### config.mk
export PLATFORM = sky130hd
export DESIGN_NAME = pixel_write_buffer
export DESIGN_NICKNAME = d
export VERILOG_FILES = /design/src/rtl/pixel_write_buffer.sv
export SDC_FILE = /design/constraint.sdc
export NUM_CORES = 1
export LEC_CHECK = 0
export ABC_CLOCK_PERIOD_IN_PS = 10500
export BUFFER_PORTS_ARGS = -buffer_cell sky130_fd_sc_hd__clkbuf_2
export CORE_ASPECT_RATIO = 2
export CORE_MARGIN = 3
export CORE_UTILIZATION = 45
export CTS_CLUSTER_DIAMETER = 40
export DETAILED_ROUTE_END_ITERATION = 10
export GPL_ROUTABILITY_DRIVEN = 0
export GPL_TIMING_DRIVEN = 0
export SKIP_LAST_GASP = 1
export SLEW_MARGIN = 20
export SYNTH_ARGS = -nofsm -noshare
export SYNTH_HDL_FRONTEND = slang
export SYNTH_SLANG_ARGS = --single-unit
### constraint.sdc
create_clock -name clk -period 10.5 [get_ports clk]
set_clock_uncertainty 0.2 [all_clocks]
set_input_delay 3.15 -clock clk [delete_from_list [all_inputs] [get_ports clk]]
set_output_delay 3.15 -clock clk [all_outputs]
set_load 0.01 [all_outputs]
### src/rtl/pixel_write_buffer.sv
// rtl/pixel_write_buffer.sv - on-screen pixel FIFO draining into the framebuffer write port
// Off-screen pixels are counted and discarded; a flush handshake reports when memory has caught up.
module pixel_write_buffer #(
   parameter int DEPTH        = 16,
   parameter int SCREEN_W     = 320,
   parameter int SCREEN_H     = 240,
   parameter int AFULL_MARGIN = 2
) (
   input  logic                   clk,
   input  logic                   resetn,
   input  logic [8:0]             X_in,
   input  logic [7:0]             Y_in,
   input  logic [11:0]            Color_in,
   input  logic                   writeEn_in,
   input  logic                   flush_req,
   output logic [16:0]            fb_addr,
   output logic [11:0]            fb_data,
   output logic                   fb_we,
   input  logic                   fb_ready,
   output logic [$clog2(DEPTH):0] count,
   output logic                   almost_full,
   output logic                   overflow,
   output logic [7:0]             oob_count,
   output logic                   flush_done
);
   localparam int          AW         = $clog2(DEPTH);
   localparam logic [AW:0] FULL_C     = (AW+1)'(DEPTH);
   localparam logic [AW:0] AFULL_C    = (AW+1)'(DEPTH - AFULL_MARGIN);
   localparam logic [8:0]  SCREEN_W_C = 9'(SCREEN_W);
   localparam logic [7:0]  SCREEN_H_C = 8'(SCREEN_H);

   typedef enum logic [1:0] {IDLE, DRAIN, DONE} state_t;

   logic [28:0]   mem [DEPTH];
   logic [AW-1:0] wr_ptr_q, wr_ptr_d, rd_ptr_q, rd_ptr_d;
   logic [AW:0]   count_q, count_d;
   logic [16:0]   fb_addr_q, fb_addr_d;
   logic [11:0]   fb_data_q, fb_data_d;
   logic          fb_we_q, fb_we_d;
   logic          overflow_q, overflow_d;
   logic [7:0]    oob_count_q, oob_count_d;
   state_t        state_q, state_d;
   logic          in_range, push, pop;
   logic [16:0]   pix_addr;

   always_comb begin
      in_range = (X_in < SCREEN_W_C) && (Y_in < SCREEN_H_C);
      push     = writeEn_in && in_range && (count_q != FULL_C);
      pop      = (!fb_we_q || fb_ready) && (count_q != '0);
      // Y*320 + X without a multiplier
      pix_addr = {1'b0, Y_in, 8'b0} + {3'b0, Y_in, 6'b0} + {8'b0, X_in};
   end

   always_comb begin
      wr_ptr_d    = wr_ptr_q;
      rd_ptr_d    = rd_ptr_q;
      count_d     = count_q;
      fb_addr_d   = fb_addr_q;
      fb_data_d   = fb_data_q;
      fb_we_d     = fb_we_q;
      overflow_d  = overflow_q;
      oob_count_d = oob_count_q;
      if (push) wr_ptr_d = wr_ptr_q + AW'(1);
      if (pop)  rd_ptr_d = rd_ptr_q + AW'(1);
      case ({push, pop})
         2'b10:   count_d = count_q + (AW+1)'(1);
         2'b01:   count_d = count_q - (AW+1)'(1);
         default: count_d = count_q;
      endcase
      if (pop) begin
         fb_we_d   = 1'b1;
         fb_addr_d = mem[rd_ptr_q][28:12];
         fb_data_d = mem[rd_ptr_q][11:0];
      end else if (fb_ready) begin
         fb_we_d   = 1'b0;
      end
      if (writeEn_in && in_range && (count_q == FULL_C)) overflow_d = 1'b1;
      if (writeEn_in && !in_range && (oob_count_q != 8'hFF)) oob_count_d = oob_count_q + 8'd1;
   end

   always_comb begin
      state_d = state_q;
      case (state_q)
         IDLE:    if (flush_req) state_d = DRAIN;
         // a pixel landing on this edge still has to drain first
         DRAIN:   if ((count_q == '0) && !fb_we_q && !push) state_d = DONE;
         DONE:    state_d = IDLE;
         default: state_d = IDLE;
      endcase
   end

   always_ff @(posedge clk) begin
      if (push) mem[wr_ptr_q] <= {pix_addr, Color_in};
   end

   always_ff @(posedge clk or negedge resetn) begin
      if (!resetn) begin
         wr_ptr_q    <= '0;
         rd_ptr_q    <= '0;
         count_q     <= '0;
         fb_addr_q   <= '0;
         fb_data_q   <= '0;
         fb_we_q     <= 1'b0;
         overflow_q  <= 1'b0;
         oob_count_q <= '0;
         state_q     <= IDLE;
      end else begin
         wr_ptr_q    <= wr_ptr_d;
         rd_ptr_q    <= rd_ptr_d;
         count_q     <= count_d;
         fb_addr_q   <= fb_addr_d;
         fb_data_q   <= fb_data_d;
         fb_we_q     <= fb_we_d;
         overflow_q  <= overflow_d;
         oob_count_q <= oob_count_d;
         state_q     <= state_d;
      end
   end

   assign fb_addr     = fb_addr_q;
   assign fb_data     = fb_data_q;
   assign fb_we       = fb_we_q;
   assign count       = count_q;
   assign almost_full = (count_q >= AFULL_C);
   assign overflow    = overflow_q;
   assign oob_count   = oob_count_q;
   assign flush_done  = (state_q == DONE);
endmodule

# Word level (Yosys, flattened, before mapping)
# Memory sizes are Yosys's and may differ from the RTL's. A register that Yosys moved wholly into a read port is not among the register bits.
# Index checks and enable logic that the tools add are counted.
dict set report word_totals {
  ff_bits 25
  latch_bits 0
  ram_bits 464
  rom_bits 0
  inputBits 34
  output_inout_bits 46
  wordCells 55
  n_memories 1
}
# name words word_bits read_ports rd_ports_with_merged_regs wr line
set memory_table {}
lappend memory_table {mem 16 29 1 1 1 34} ;# logic [28:0] mem [DEPTH];
dict set report op_classes {
  addsub 7
  n_mul 0
  div 0
  order_cmp 3
  eq_ne 9
  n_shift 0
  n_mux 8
  n_bitwise 0
  n_reduce_logical 20
}
# operator count
set op_table {}
lappend op_table {{$add A16 B14 Y17} 1}
lappend op_table {{$add A17 B9 Y17} 1}
lappend op_table {{$pmux W5 S2} 1}
lappend op_table {{$logic_and A1 B1 Y1} 9}
lappend op_table {{$lt A9 B9 Y1 const B} 1}
lappend op_table {{$add A4 B1 Y4 const B} 2}
lappend op_table {{$add A8 B1 Y8 const B} 1}
lappend op_table {{$lt A8 B8 Y1 const B} 1}
lappend op_table {{$ne A8 B8 Y1 const B} 1}
lappend op_table {{$add A5 B1 Y5 const B} 1}
lappend op_table {{$eq A5 B5 Y1 const B} 1}
lappend op_table {{$ge A5 B4 Y1 const B} 1}
lappend op_table {{$logic_not A5 Y1} 1}
lappend op_table {{$ne A5 B5 Y1 const B} 1}
lappend op_table {{$reduce_bool A5 Y1} 1}
lappend op_table {{$sub A5 B1 Y5 const B} 1}
lappend op_table {{$eq A2 B1 Y1 const B} 2}
lappend op_table {{$eq A2 B2 Y1 const B} 2}
lappend op_table {{$logic_not A1 Y1} 4}
lappend op_table {{$mux W1} 4}
lappend op_table {{$mux W2} 2}
lappend op_table {{$ne A2 B2 Y1 const B} 2}
lappend op_table {{$pmux W2 S2} 1}
lappend op_table {{$reduce_bool A2 Y1} 2}
lappend op_table {{other kinds (3)} 3}

# Depth between registers and ports, before layout
dict set report depth {
  word_depth 8
  mapped_depth 14
  depth_no_buf 10
}

# Worst setup path before layout
# Ideal clock, no wire load.
dict set report synth_timing {
  kind {input-to-reg}
  start {input port X_in[7]}
  end {memory mem[0][0] (enable)}
  setup_ps 451
  arrival_time_ps 5895
  required_ps 9849
  slack_ps 3953
  cell_stages 5
  n_path_buf 1
  cell_sequence {o21ai_0 -> o2111a_1 -> buf_2 -> nand2_1 -> nor3_1}
}
dict set report synth_between {
  elab_chain_len 6
}
# element line
set synth_rtl {}
lappend synth_rtl {{start: declaration} 11} ;# input logic [8:0] X_in,
lappend synth_rtl {{$lt A9 B9 Y1} 47} ;# in_range = (X_in < SCREEN_W_C) && (Y_in < SCREEN_H_C);
lappend synth_rtl {{$logic_and A1 B1 Y1} 47}
lappend synth_rtl {{$logic_and A1 B1 Y1 (2 in series)} 48} ;# push = writeEn_in && in_range && (count_q != FULL_C);
lappend synth_rtl {{$mux W1} 93} ;# if (push) mem[wr_ptr_q] <= {pix_addr, Color_in};
lappend synth_rtl {{$mux W1 (not written as such)} 93}
lappend synth_rtl {{end: declaration} 34}
# No other way between the ends.

# Final worst setup path
dict set report layout_timing {
  start {input port X_in[7]}
  end {memory mem[2][6] (enable)}
}
# Same word-level chain as after synthesis.

==> results.ini <==
[outcome]
outcome = complete, no violations

[sta]
fin_crit_sh_pct = 58.7
fin_crit_ns = 6.16
holdWs_ns = 0.245
fin_setup_tns_ns = 0
max_freq_ghz = 0.162
slew_headroom_pct = 27.4
final_hold_viol_count = 0
maxSlewViolCount = 0
rsz0062_at_grt = false
setup_viol_count_final = 0
tightest_slew_ns = 1.09

[placement]
hpwl_um = 34000
portBuffers = 79

[clocking]
cts_tree = yes
postCtsSetupRepairBufs = 0
root_buffer = clkbuf_16
clk_latency_ns = 0.57
clk_pin_slew_ns = 0.06
cts_inserted_buffers = 48
cts.sinks = 518
cts_resized = 0
htree_num_levels = 2
clock_path_buffers = 3
hold_buffers = 0

[setup_path]
worst-setup-path-type = input pin to flop
required_ns = 10.56
slowest_delay_ns = 0.79
critPathCaptureType = flop
path_buf_inv = 5
slowest_stage = o21ai_0
start_kind = input pin
cp_cell_sequence = clkbuf_2 > o21ai_0 > o2111a_1 > buf_2 > nand2_1 > nor3_2 > buf_4 > buf_4 > buf_4
cp_top_family = buffers and inverters
cp_common_cell = buf_4
worstPathMaxFanout = 9
cp.arrival_ns = 6.22

[global_route]
grt_pass1_vias = 11200
grt_overflow = 0
grt_max_degree = 29
antenna_found_initial = 0
grt_use_total_pct = 21.0
grt_pass1_wl_um = 72900

[routing]
viasPerCell = 5.91
drtIter0Drc = 775
dr.pass1.iters = 5
finalWirelength_um = 49800
num_vias = 10400
wl_per_cell_um = 28.4
drt.antenna.violating_nets = 0
drcViolationCount = 0

[floorplan]
io_pins = 80
start_util_pct = 45.6
coreArea_sq_um = 45000
die_area_sq_um = 48300
die-height_um = 308
fp.dieW_um = 157
row_count = 110

[layout]
antennaDiodeCount = 0
drive_gt1_share_pct = 35.2
final_core_util_pct = 53.6
final_nets = 1219
area_growth_pct = 17.6

[synthesis]
synth.distinct_cells = 55
synth.cell_area_sq_um = 20500
yosysWarningCount = 0
avgSynthCellArea_sq_um = 20.7
synth_cells = 989
ys_seq_area_share_pct = 74.5
synthArstFlopShare_pct = 10.4
ys_ff_latch = 518
syn_nets = 1050
synth_edf_count = 464
synthFlopType = edfxtp_1

[pwr]
p_per_area_nw_per_um2 = 264
p_leak_nw = 8.08
vdd_drop_max_mv = 0.132

[job]
drv_cap = 0

[worst_hold_path]
worstHoldPathType = flop to flop

placed cells by master, fill, tap and decap left out, types with 7 or more instances in the layout:
cell type,Yosys,layout
buf_16,0,13
mux4_2,116,116
nand2_1,13,13
buf_4,2,18
mux2_2,31,31
xnor2_1,17,13
o22ai_1,38,38
edfxtp_1,464,464
nor2_4,0,12
clkbuf_16,0,50
buf_6,10,13
buf_2,16,16
a21oi_1,26,26
nor2_1,20,8
ha_1,25,25
buf_12,0,8
nand3_1,13,13
clkbuf_8,0,7
nor2b_1,8,8
dfrtp_1,54,54
o22ai_2,15,15
clkbuf_2,0,78
inv_1,13,13
clkbuf_1,23,35
a21oi_2,9,9
report_power, final:
group | internal, mW | switching (mW)
Combinational | 0.843 | 1.08
Clock | 1.08 | 0.760
Sequential | 2.49 | 0.109
Total | 4.42 | 1.95
worst reg2reg max path, cell delays in order, from the launching register on:
cell and delay (ns):
dfrtp_1 0.39, buf_6 0.14, or4_4 0.53, buf_6 0.16
o21a_1 0.19, buf_6 0.16, buf_6 0.19, ha_1 0.23
clkbuf_1 0.22, xor2_1 0.20, ha_1 0.24, o211a_1 0.24
or4_1 0.40, nand3_1 0.09, nor3b_1 0.05
registers in the layout, indices dropped and copies added, names as in the netlist, 2 cells and up:
| signal | cells |
|---|---|
| mem | 464 |
| count | 5 |
| rd_ptr_q | 4 |
| fb_data | 12 |
| wr_ptr_q | 4 |
| oob_count | 8 |
| state_q | 2 |
| fb_addr | 17 |
synthesized netlist by cell type (2+ instances only):
library cell / n / area (sq um)
edfxtp_1: 464 / 13900
mux4_2: 116 / 2610
dfrtp_1: 54 / 1350
o22ai_1: 38 / 238
mux2_2: 31 / 349
a21oi_1: 26 / 130
ha_1: 25 / 313
clkbuf_1: 23 / 86.3
nor2_1: 20 / 75.1
xnor2_1: 17 / 149
buf_2: 16 / 80.1
o22ai_2: 15 / 188
inv_1: 13 / 48.8
nand2_1: 13 / 48.8
nand3_1: 13 / 65.1
buf_6: 10 / 113
a21oi_2: 9 / 78.8
nor2b_1: 8 / 50.1
a211oi_1: 6 / 45.0
and3_1: 6 / 37.5
nand2b_1: 6 / 37.5
nor3_1: 6 / 30.0
o21ai_0: 6 / 30.0
xor2_1: 6 / 52.6
buf_1: 3 / 11.3
nand4_1: 3 / 18.8
a311oi_1: 2 / 17.5
and3b_1: 2 / 17.5
buf_4: 2 / 15.0
fa_1: 2 / 40.0
nor3b_1: 2 / 15.0
o21a_1: 2 / 15.0
o41ai_1: 2 / 17.5
kinds of logic after synthesis:
group / synth area share, %
mux: 14.5
simple gates: 2.19
flops: 74.5
buf+inv: 1.76
xor+xnor: 0.982
fa+ha+maj: 1.72
compound gates: 4.32
area by class of cell:
| cell class | count | area, sq um |
|---|---|---|
| plain buffers | 55 | 313 |
| clock buffers | 69 | 1390 |
| clock inverters | 21 | 298 |
| fillers | 3463 | 20900 |
| inverters | 13 | 48.8 |
| multi-input cells | 403 | 5020 |
| flip-flops and latches | 518 | 15300 |
| well taps | 560 | 701 |
| repair buffers | 119 | 1070 |
metal layers:
layer	global-route usage [%]	vias up	share of wire (%)
met1	23.7	5544	35
met5	0	-	0
met2	39.7	328	57
li1	-	4414	-
met4	7.85	0	4.0
met3	2.64	111	4.3
metrics by stage:
| stage | total power [mW] | cells | cell area, sq um | setup WS (ns) |
|---|---|---|---|---|
| final | 6.36 | 1758 | 24100 | 4.34 |
| after global routing | 6.62 | 1758 | 24100 | 4.24 |
| after CTS | 6.44 | 1758 | 24100 | 4.41 |
| after detailed placement | 4.60 | 1668 | 22400 | 3.85 |
| after global placement | 4.52 | 1628 | 21600 | 0.363 |
| after floorplan | 3.87 | 989 | 20500 | 3.95 |
path summary, 6_finish.rpt:
check,startpoint,end,slack [ns],cells after the start
hold / removal,state_q[1],state_q[0],0.24,1
setup reg to reg,count[1],count[4],6.76,14
hold reg to reg,state_q[1],state_q[0],0.24,1
setup / recovery,X_in[7],mem[2][6],4.34,9
max in group asynchronous,resetn,fb_data[9],7.14,2
min in group asynchronous,resetn,wr_ptr_q[1],2.37,1
No activity file was read; power rests on OpenSTA's default activity.
